--- config.mk ---
export PLATFORM = sky130hd
export DESIGN_NAME = ret_stack_ctrl
export DESIGN_NICKNAME = d
export VERILOG_FILES = /design/src/rtl/ret_stack_ctrl_pkg.sv /design/src/rtl/ret_stack_mem.sv /design/src/rtl/ret_stack_ctrl.sv
export SDC_FILE = /design/constraint.sdc
export NUM_CORES = 1
export LEC_CHECK = 0
export ABC_AREA = 1
export BUFFER_PORTS_ARGS = -buffer_cell sky130_fd_sc_hd__buf_2
export CAP_MARGIN = 15
export CORE_MARGIN = 2
export CORE_UTILIZATION = 55
export CTS_BUF_LIST = sky130_fd_sc_hd__clkbuf_4 sky130_fd_sc_hd__clkbuf_8
export DETAILED_ROUTE_END_ITERATION = 16
export GPL_TIMING_DRIVEN = 0
export PLACE_DENSITY = 0.71
export SLEW_MARGIN = 20
export SYNTH_ARGS = -nofsm -noshare
export SYNTH_HDL_FRONTEND = slang
export SYNTH_SLANG_ARGS = --single-unit
--- constraint.sdc ---
create_clock -name i_clock -period 3.3 [get_ports i_clock]
set_input_delay 0.165 -clock i_clock [delete_from_list [all_inputs] [get_ports i_clock]]
set_output_delay 0.165 -clock i_clock [all_outputs]
set_load 0.02 [all_outputs]
--- src/rtl/ret_stack_ctrl_pkg.sv ---
// Shared definitions for the return-address stack: default sizes, control-unit
// opcodes and the per-cycle stack operation decode.
package ret_stack_ctrl_pkg;

  localparam int unsigned ADDR_W_DEF = 10;
  localparam int unsigned DEPTH_DEF  = 8;

  localparam logic [5:0] OP_CALL = 6'b101000;
  localparam logic [5:0] OP_RET  = 6'b111000;

  typedef enum logic [2:0] {
    STK_IDLE,
    STK_PUSH,
    STK_PUSH_FULL,
    STK_PUSH_UNF,
    STK_POP,
    STK_UNDERFLOW,
    STK_REPLACE
  } stk_op_e;

  // Collapse the call/ret strobes and occupancy into one operation per cycle
  function automatic stk_op_e decode_op(input logic call, input logic ret,
                                        input logic empty, input logic full);
    stk_op_e op;
    op = STK_IDLE;
    if (call && ret)
      op = empty ? STK_PUSH_UNF : STK_REPLACE;
    else if (call)
      op = full ? STK_PUSH_FULL : STK_PUSH;
    else if (ret)
      op = empty ? STK_UNDERFLOW : STK_POP;
    return op;
  endfunction

endpackage

--- src/rtl/ret_stack_mem.sv ---
// Return-stack entry storage: DEPTH x ADDR_W, one synchronous write port and
// one asynchronous read port. Contents are intentionally not reset.
module ret_stack_mem #(
  parameter int unsigned ADDR_W = 10,
  parameter int unsigned DEPTH  = 8
) (
  input  logic                     i_clock,
  input  logic                     i_we,
  input  logic [$clog2(DEPTH)-1:0] i_waddr,
  input  logic [ADDR_W-1:0]        i_wdata,
  input  logic [$clog2(DEPTH)-1:0] i_raddr,
  output logic [ADDR_W-1:0]        o_rdata
);

  logic [ADDR_W-1:0] r_mem [DEPTH];

  always_ff @(posedge i_clock) begin
    if (i_we)
      r_mem[i_waddr] <= i_wdata;
  end

  assign o_rdata = r_mem[i_raddr];

endmodule

--- src/rtl/ret_stack_ctrl.sv ---
// Hardware return-address stack with overflow/underflow reporting.
// Define RET_STACK_WRAP_EN to let a push while full overwrite the oldest entry.
module ret_stack_ctrl
  import ret_stack_ctrl_pkg::*;
#(
  parameter int unsigned ADDR_W = ADDR_W_DEF,
  parameter int unsigned DEPTH  = DEPTH_DEF
) (
  input  logic                       i_clock,
  input  logic                       i_reset,
  input  logic                       i_call,
  input  logic                       i_ret,
  input  logic [ADDR_W-1:0]          i_ret_in,
  input  logic                       i_clr_err,
  output logic [ADDR_W-1:0]          o_ret_addr,
  output logic                       o_empty,
  output logic                       o_full,
  output logic [$clog2(DEPTH+1)-1:0] o_count,
  output logic                       o_overflow,
  output logic                       o_underflow
);

  localparam int unsigned SP_W  = $clog2(DEPTH);
  localparam int unsigned CNT_W = $clog2(DEPTH + 1);

  logic [SP_W-1:0]   r_sp;
  logic [SP_W-1:0]   w_sp_nxt;
  logic [SP_W-1:0]   w_top_idx;
  logic [SP_W-1:0]   w_waddr;
  logic [CNT_W-1:0]  r_count;
  logic [CNT_W-1:0]  w_count_nxt;
  logic              r_overflow;
  logic              r_underflow;
  logic              w_ovf_nxt;
  logic              w_unf_nxt;
  logic              w_ovf_evt;
  logic              w_unf_evt;
  logic              w_we;
  logic              w_empty;
  logic              w_full;
  logic [ADDR_W-1:0] w_rdata;
  stk_op_e           w_op;

  assign w_empty   = (r_count == '0);
  assign w_full    = (r_count == CNT_W'(DEPTH));
  assign w_top_idx = r_sp - SP_W'(1);
  assign w_op      = decode_op(i_call, i_ret, w_empty, w_full);

  // Next pointer/count/flag values and the storage write for this cycle
  always_comb begin
    w_sp_nxt    = r_sp;
    w_count_nxt = r_count;
    w_we        = 1'b0;
    w_waddr     = r_sp;
    w_ovf_evt   = 1'b0;
    w_unf_evt   = 1'b0;
    case (w_op)
      STK_PUSH: begin
        w_we        = 1'b1;
        w_sp_nxt    = r_sp + SP_W'(1);
        w_count_nxt = r_count + CNT_W'(1);
      end
      STK_PUSH_UNF: begin
        w_we        = 1'b1;
        w_sp_nxt    = r_sp + SP_W'(1);
        w_count_nxt = r_count + CNT_W'(1);
        w_unf_evt   = 1'b1;
      end
      STK_PUSH_FULL: begin
        w_ovf_evt = 1'b1;
`ifdef RET_STACK_WRAP_EN
        // sp == oldest slot when full, so this overwrites the oldest entry
        w_we      = 1'b1;
        w_sp_nxt  = r_sp + SP_W'(1);
`endif
      end
      STK_POP: begin
        w_sp_nxt    = w_top_idx;
        w_count_nxt = r_count - CNT_W'(1);
      end
      STK_UNDERFLOW: begin
        w_unf_evt = 1'b1;
      end
      STK_REPLACE: begin
        w_we    = 1'b1;
        w_waddr = w_top_idx;
      end
      default: begin
      end
    endcase
    // A same-cycle error event takes priority over clr_err
    w_ovf_nxt = (r_overflow  & ~i_clr_err) | w_ovf_evt;
    w_unf_nxt = (r_underflow & ~i_clr_err) | w_unf_evt;
  end

  always_ff @(posedge i_clock or posedge i_reset) begin
    if (i_reset) begin
      r_sp        <= '0;
      r_count     <= '0;
      r_overflow  <= 1'b0;
      r_underflow <= 1'b0;
    end else begin
      r_sp        <= w_sp_nxt;
      r_count     <= w_count_nxt;
      r_overflow  <= w_ovf_nxt;
      r_underflow <= w_unf_nxt;
    end
  end

  ret_stack_mem #(
    .ADDR_W (ADDR_W),
    .DEPTH  (DEPTH)
  ) u_mem (
    .i_clock (i_clock),
    .i_we    (w_we & ~i_reset),
    .i_waddr (w_waddr),
    .i_wdata (i_ret_in),
    .i_raddr (w_top_idx),
    .o_rdata (w_rdata)
  );

  assign o_ret_addr  = w_empty ? '0 : w_rdata;
  assign o_empty     = w_empty;
  assign o_full      = w_full;
  assign o_count     = r_count;
  assign o_overflow  = r_overflow;
  assign o_underflow = r_underflow;

endmodule

==> out/metrics.csv, run 1 <==
metric,value,unit
run status,"complete, no violations",
Critical Path Most Common Cell,buf_2,
CP Capture Type,primary output,
Die Ht,86.68,um
GRT Overall Usage,23.06,%
ANT cells,0,
largest net degree at the start of global routing,17,
most frequent cells in the layout,"edfxtp_1 (80), nor2_1 (71), o21ai_0 (44)",
reg2reg setup slack,0.36,ns
"Distinct cells, synth",27,
WL/cell,17.49,um
CTS H-tree lvls,3,
IO Port Bufs,32,
Initial Utilization,55.96,%
R2R Path Start,r_sp[0],
setup TNS,0,ns
area added between synthesis and finish,12.25,%
"Setup Fix Bufs, Post-CTS",0,
Worst setup endpoint,o_ret_addr[4],
Pwr Density,1019,nW/um^2
global-route wire length before repair,12560,um
number of global-route vias before repair,2495,
die area,7513,um^2
P_leak,1.566,nW
Worst-path clk slew,0.09,ns
num ports,33,
cell area after synthesis,3760,um^2
fin crit share,93.43,%
Root Buffer,clkbuf_8,
Detailed Routing Iterations Pass 1,4,
Peak VDD IR,977.2,uV
CTS tree,built,
Total Wirelength,7904,um
Worst Path Buf+Inv,6,
CP max FO,10,
Mean Syn Cell Area,11.68,um^2
Worst Path Required,3.13,ns
"commonest non-fill, non-tap cell in the layout",edfxtp_1,
CTS Hold Bufs,2,
FF-to-FF End,u_mem.r_mem[3][7],
Routed Antenna Nets,0,
GPL Wtd Cong,0.9114,
Final Setup Violations,0,
vias per inst,5.617,
final hold viol count,0,
Worst-Margin Slew,0.9892,ns
initial antenna violation count,0,
DR iter-0 viols,233,
CP top delay family,buffers and inverters,
cell count after synthesis,322,
# rows,30,
clk_lat worst skew,0.36,ns
layout cells sized above 1,16.94,%
Final Skew,0.005313,ns
fmax,324.4,MHz
Hold WC Path Type,input port to flop,
Ys Warns,0,
share of Yosys cell area claimed by the top area cell type,63.89,%
Final nets,385,
CP max stage delay,0.40,ns
cts bufs inserted,9,
worst setup path start,r_sp[0],
worst path cell trace,buf_2 > inv_1 > buf_2 > ha_1 > inv_1 > clkbuf_1 > o21ai_0 > o22ai_1 > o21ai_1 > nor2_1 > buf_2,
Mapped Nets,340,
Slowest cell on crit path,dfrtp_1,
Setup CP Type,flop to primary output,
final HPWL from detailed placement,5268,um
"Core Util, Final",62.81,%
crit start category,flop,
max-slew violations,0,
CTS Sinks,89,
CP arrival,2.92,ns
Register-to-Register Path Depth,9,
Synth Register Bits,89,
grt ovf,0,
"top cells by area, synth","edfxtp_1 (64%), nor2_1 (7.1%), dfrtp_1 (6.0%), o21ai_0 (5.9%), o22ai_1 (3.7%)",
Slew HR,33.81,%
post-CTS sizing,0,
leading area contributor after synthesis,edfxtp_1,
DRC viols,0,
register area share after synthesis,69.88,%
Critical Path Stages,11,
unrepaired setup endpoints after global routing,no,
core area,6719,um^2
Die X-Extent,86.68,um
vias,2539,
Max Cap Viol,0,
clk buf depth,2,
Tmin final,3.083,ns
==> state kept, by name, indices dropped and copies added, names as in the netlist <==
signal / cells
o_count: 4
o_overflow: 1
o_underflow: 1
r_sp: 3
u_mem.r_mem: 80
==> per-stage QoR <==
stage	std cells	area (um^2)	total power, mW	hold slack, ns	setup WS (ns)
floorplan	322	3760	2.944	0.01626	0.9649
global placement	434	4020	3.591	0.1805	0.3884
detailed placement	434	4020	3.632	0.1860	0.3732
CTS	452	4220	4.296	0.07049	0.2229
global route	452	4220	4.621	0.09293	0.01777
finish	452	4220	4.299	0.06761	0.2169
==> power by group <==
| group | switching [mW] | internal, mW | leakage, nW |
|---|---|---|---|
| sequential | 0.0698 | 1.36 | 0.833 |
| combinational | 1.50 | 0.684 | 0.643 |
| clock | 0.398 | 0.279 | 0.0898 |
| total | 1.97 | 2.33 | 1.57 |
==> routing by layer <==
layer / wire length, um / up-vias / GRT usage [%]
li1: - / 1237 / -
met1: 3423 / 1211 / 31.55
met2: 3887 / 75 / 36.36
met3: 412 / 16 / 3.524
met4: 181 / 0 / 11.36
met5: 0 / - / 0
==> worst min-delay path by stage <==
stage / start / endpoint / slack, ns / depth (start not counted)
floorplan: i_reset / o_count[0] / 0.02 / 1
global placement: i_reset / o_count[0] / 0.18 / 2
detailed placement: i_reset / o_count[1] / 0.19 / 2
CTS: i_ret_in[9] / u_mem.r_mem[0][9] / 0.07 / 1
global route: i_ret_in[3] / u_mem.r_mem[1][3] / 0.09 / 1
finish: i_ret_in[9] / u_mem.r_mem[0][9] / 0.07 / 1
==> layout make-up <==
type	instances	area, um^2
plain buffers	16	65.06
clock buffers	9	123.9
clock inverters	7	56.30
fillers	526	2499
inverters	22	82.58
multi-input cells	195	984.7
flip-flops and latches	89	2628
well taps	80	100.1
repair buffers	34	180.2
==> synth_stat cells, drive strengths merged <==
master  count
ha          3
dfrtp       9
nand2      21
nor2       73
o22ai      22
o21ai      53
o21bai      1
nand3      10
nand4       2
a21oi       1
buf         3
o221ai      2
inv        22
edfxtp     80
xor2        4
a32o        1
xnor2       2
clkbuf     13
==> kinds of logic (layout without fill, tap and decap cells) <==
kind of cell | count (synthesis) | in the layout | share of synthesized area [%]
compound gates | 80 | 80 | 11.78
buf+inv | 38 | 88 | 3.926
flops | 89 | 89 | 69.88
simple gates | 106 | 106 | 11.81
xor+xnor | 6 | 6 | 1.598
fa+ha+maj | 3 | 3 | 0.9984
Note: power is estimated with default switching activity, not from simulation.
==> run 2: changes to the inputs <==
==> constraint.sdc (replaced) <==
create_clock -name i_clock -period 3.1 [get_ports i_clock]
set_input_delay 0.155 -clock i_clock [delete_from_list [all_inputs] [get_ports i_clock]]
set_output_delay 0.155 -clock i_clock [all_outputs]
set_load 0.02 [all_outputs]
==> out/metrics.csv, run 2 (synthesis gave the netlist of run 1 again) <==
metric,value,unit,change
run status,"complete, no violations",,
"Cell Count, Final, Fillers Out",452,,unchanged
P_leak,1.578,nW,+0.73%
WL/cell,17.44,um,-0.24%
Pwr Density,1085,nW/um^2,+6.5%
max-slew violations,0,,unchanged
GRT Overall Usage,23.06,%,unchanged
most frequent cells in the layout,"edfxtp_1 (80), nor2_1 (69), o21ai_0 (44)",,
Die X-Extent,86.68,um,unchanged
GPL Wtd Cong,0.9114,,unchanged
CTS tree,built,,
vias per inst,5.664,,+0.83%
Peak VDD IR,1035,uV,+6.0%
crit start category,flop,,
global-route wire length before repair,12560,um,unchanged
Fillers,529,,+0.57%
CTS H-tree lvls,3,,unchanged
final HPWL from detailed placement,5268,um,unchanged
ANT cells,0,,unchanged
die area,7513,um^2,unchanged
"Setup Fix Bufs, Post-CTS",0,,unchanged
vias,2560,,+0.83%
Slew HR,33.35,%,-0.46 points
Initial Utilization,55.96,%,unchanged
number of global-route vias before repair,2495,,unchanged
Root Buffer,clkbuf_8,,
fin crit share,94.46,%,
placed insts,434,,unchanged
"Core Util, Final",62.96,%,+0.15 points
initial antenna violation count,0,,unchanged
Hold WC Path Type,input port to flop,,
fmax,341.5,MHz,
CTS Sinks,89,,unchanged
Final Setup Violations,0,,unchanged
DR iter-0 viols,260,,+12%
"commonest non-fill, non-tap cell in the layout",edfxtp_1,,
max reg flops,80,,unchanged
core area,6719,um^2,unchanged
Tmin final,2.928,ns,
Routed Antenna Nets,0,,unchanged
area added between synthesis and finish,12.51,%,
largest net degree at the start of global routing,17,,unchanged
largest reg by FF count,u_mem.r_mem,,
CP max FO,10,,unchanged
unrepaired setup endpoints after global routing,yes,,
Total Wirelength,7885,um,-0.24%
Final Skew,0.006277,ns,+0.0009637 ns
clk buf depth,2,,unchanged
Worst-Margin Slew,0.9961,ns,+0.006866 ns
Max Cap Viol,0,,unchanged
Detailed Routing Iterations Pass 1,5,,+1
DRC viols,0,,unchanged
# rows,30,,unchanged
num ports,33,,unchanged
cts bufs inserted,9,,unchanged
final hold viol count,0,,unchanged
Worst-path clk slew,0.09,ns,about the same
Hold Slack,0.06727,ns,-0.0003408 ns
Die Ht,86.68,um,unchanged
Worst Path Required,3.09,ns,-0.04 ns
CP Capture Type,flop,,
CP arrival,2.92,ns,about the same
grt ovf,0,,unchanged
clk_lat worst skew,0.36,ns,about the same
layout cells sized above 1,18.55,%,+1.6 points
reg2reg setup slack,0.17,ns,-0.19 ns
Final nets,385,,unchanged
IO Port Bufs,32,,unchanged
setup TNS,0,ns,unchanged
Setup CP Type,flop to flop,,
[run 2: worst paths after layout]
check	depth (start not counted)	startpoint	to
max	9	r_sp[0]	u_mem.r_mem[1][2]
min	1	i_ret_in[9]	u_mem.r_mem[0][9]
max reg2reg	9	r_sp[0]	u_mem.r_mem[1][2]
min reg2reg	2	o_count[3]	o_count[3]
max in group asynchronous	3	i_reset	r_sp[0]
min in group asynchronous	3	i_reset	r_sp[1]
[run 2: per-stage QoR]
stage	power, mW	area (um^2)	setup WS (ns)
2_1_floorplan	3.134	3760	0.7649
3_3_place_gp	3.823	4020	0.1884
3_5_place_dp	3.866	4020	0.1732
4_1_cts	4.573	4220	0.03285
5_1_grt	4.940	4230	-0.07920
6_report	4.590	4230	0.1716
[run 2: where the power goes]
part	leakage [nW]	total, mW	switching [mW]	internal [mW]
Clock	0.0898	0.718	0.420	0.297
Combinational	0.655	2.35	1.60	0.742
Sequential	0.833	1.53	0.0739	1.45
Total	1.58	4.59	2.10	2.49
[run 2: per-layer routing]
layer	share of wire, %	GRT usage (%)	wire, um	up-vias
met5	0	0	0	-
met4	1.9	11.36	151	0
met3	5.0	3.524	394	12
met2	49	36.36	3900	81
met1	44	31.55	3438	1231
li1	-	-	-	1236
[run 2: cell type report]
class                   count  area (um^2)  share of cell area [%]
well taps                  80        100.1                   2.366
plain buffers              16        70.07                   1.656
flip-flops and latches     89         2628                   62.11
inverters                  22        82.58                   1.952
multi-input cells         195        989.7                   23.40
clock buffers               9        123.9                   2.928
clock inverters             7        56.30                   1.331
repair buffers             34        180.2                   4.259
[run 2: worst max-delay path, stage by stage, from the launching register on]
cell	delay, ns
dfrtp_1	0.37
buf_2	0.20
inv_1	0.10
buf_2	0.21
ha_1	0.23
xnor2_1	0.24
inv_1	0.09
o21ai_1	0.24
nand2_1	0.10
nor2_1	0.77
[run 2: what timing repair did]
| item | CTS | global route |
|---|---|---|
| gates resized for setup | 0 | 10 |
| endpoints found under the hold margin | 10 | 0 |
| hold buffers | 2 | 0 |
| setup endpoints to repair | 0 | 50 |
==> run 3: changes to the inputs <==
--- a/config.mk
+++ b/config.mk
@@ -9,11 +9,11 @@
 export BUFFER_PORTS_ARGS = -buffer_cell sky130_fd_sc_hd__buf_2
 export CAP_MARGIN = 15
 export CORE_MARGIN = 2
-export CORE_UTILIZATION = 55
+export CORE_UTILIZATION = 40
 export CTS_BUF_LIST = sky130_fd_sc_hd__clkbuf_4 sky130_fd_sc_hd__clkbuf_8
 export DETAILED_ROUTE_END_ITERATION = 16
 export GPL_TIMING_DRIVEN = 0
-export PLACE_DENSITY = 0.71
+export PLACE_DENSITY = 0.54
 export SLEW_MARGIN = 20
 export SYNTH_ARGS = -nofsm -noshare
 export SYNTH_HDL_FRONTEND = slang
==> out/metrics.csv, run 3 (synthesis gave the netlist of run 1 again) <==
metric,value,unit,change
initial antenna violation count,0,,unchanged
vias,2562,,+0.078%
CTS tree,built,,
clk_lat worst skew,0.35,ns,about the same
Final Instance Area,4252,um^2,+0.50%
CP max stage delay,0.72,ns,-0.05 ns
worst path cell trace,buf_2 > inv_1 > clkbuf_4 > ha_1 > xnor2_1 > inv_1 > o21ai_1 > nand2_1 > nor2_1,,
Pwr Density,1078,nW/um^2,-0.65%
Final nets,385,,unchanged
Fillers,839,,+59%
IO Port Bufs,32,,unchanged
multi-input logic area,992.2,um^2,+0.25%
CTS Sinks,89,,unchanged
Root Buffer,clkbuf_8,,
final HPWL from detailed placement,5661,um,+7.5%
CP top delay family,simple AND/OR/NAND/NOR gates,,
Max Cap Viol,0,,unchanged
Total Wirelength,8605,um,+9.1%
grt ovf,0,,unchanged
Die X-Extent,101.0,um,+16%
largest net degree at the start of global routing,15,,-2
Peak VDD IR,789.1,uV,-24%
Setup CP Type,flop to flop,,
Placed Area,4059,um^2,+0.96%
most frequent cells in the layout,"edfxtp_1 (80), nor2_1 (68), o21ai_0 (44)",,
largest reg by FF count,u_mem.r_mem,,
"commonest non-fill, non-tap cell in the layout",edfxtp_1,,
area added between synthesis and finish,13.08,%,
setup TNS,0,ns,unchanged
DR iter-0 viols,127,,-51%
Die Ht,101.0,um,+16%
unrepaired setup endpoints after global routing,no,,
core area,9196,um^2,+37%
max-slew violations,0,,unchanged
cts bufs inserted,9,,unchanged
Hold WC Path Type,input port to flop,,
clk buf depth,2,,unchanged
Worst-Margin Slew,1.003,ns,+0.006493 ns
"Cell Count, Final, Fillers Out",481,,+6.4%
fin crit share,92.48,%,-2.0 points
CTS H-tree lvls,3,,unchanged
DRC viols,0,,unchanged
fmax,348.8,MHz,+2.1%
Final Setup Violations,0,,unchanged
max reg flops,80,,unchanged
fin worst setup slack,0.2330,ns,+0.06139 ns
P_leak,1.567,nW,-0.67%
Routed Antenna Nets,0,,unchanged
CP max FO,10,,unchanged
vias per inst,5.326,,-6.0%
# rows,35,,+17%
Worst Path Buf+Inv,4,,unchanged
placed insts,465,,+7.1%
"worst slack, placed",0.09888,ns,-0.07428 ns
Initial Utilization,40.88,%,-15 points
GPL Wtd Cong,0.8494,,-6.8%
die area,10190,um^2,+36%
Critical Path Most Common Cell,inv_1,,
Final Skew,0.01094,ns,+0.004664 ns
global-route wire length before repair,13210,um,+5.1%
Slew HR,32.92,%,-0.43 points
Worst Path Required,3.07,ns,-0.02 ns
crit start category,flop,,
Worst-path clk slew,0.09,ns,about the same
WL/cell,17.89,um,+2.6%
Slowest cell on crit path,nor2_1,,
Tmin final,2.867,ns,-0.06139 ns
CP arrival,2.84,ns,-0.08 ns
ANT cells,0,,unchanged
run status,"complete, no violations",,
Detailed Routing Iterations Pass 1,5,,unchanged
final hold viol count,0,,unchanged
number of global-route vias before repair,2506,,+0.44%
GRT Overall Usage,17.81,%,-5.3 points
layout cells sized above 1,18.11,%,-0.44 points
CP Capture Type,flop,,
Seq. cell area,2628,um^2,unchanged
num ports,33,,unchanged
[run 3: final cells by class]
cell class,instances,area share (%)
plain buffers,16,1.707
clock buffers,9,2.913
clock inverters,5,0.7946
inverters,22,1.942
multi-input cells,195,23.34
flip-flops and latches,89,61.80
well taps,111,3.267
repair buffers,34,4.238
[run 3: path summary, 6_finish.rpt]
kind / start / end / slack, ns / depth (start not counted)
max: r_sp[0] / u_mem.r_mem[2][9] / 0.23 / 9
min: i_ret_in[9] / u_mem.r_mem[4][9] / 0.07 / 1
max reg2reg: r_sp[0] / u_mem.r_mem[2][9] / 0.23 / 9
min reg2reg: o_overflow / o_overflow / 0.54 / 2
max in group asynchronous: i_reset / r_sp[1] / 2.44 / 3
min in group asynchronous: i_reset / o_underflow / 0.35 / 3
[run 3: power by group]
group          total [mW]  switching [mW]  internal [mW]
combinational        2.38            1.64          0.746
sequential           1.53          0.0748           1.45
clock               0.675           0.392          0.282
[run 3: through the flow]
step | hold WS [ns] | power, mW | utilization [%]
3_3_place_gp | 0.1824 | 3.898 | 44.14
6_report | 0.07458 | 4.583 | 46.23
4_1_cts | 0.06300 | 4.594 | 46.10
5_1_grt | 0.08376 | 4.897 | 46.23
3_5_place_dp | 0.1789 | 3.912 | 44.14
2_1_floorplan | 0.006264 | 3.134 | -
[run 3: metal layers]
layer  GRT usage [%]  wire length [um]
met1           23.25              3987
met2           28.46              4007
met3           4.230               382
met4           7.796               227
met5               0                 0
[run 3: repair_timing]
action	in CTS	in global routing
endpoints found under the hold margin	10	0
hold buffers	2	0
buffers inserted	0	0
resized for setup	2	8
endpoints found under the setup margin	2	31
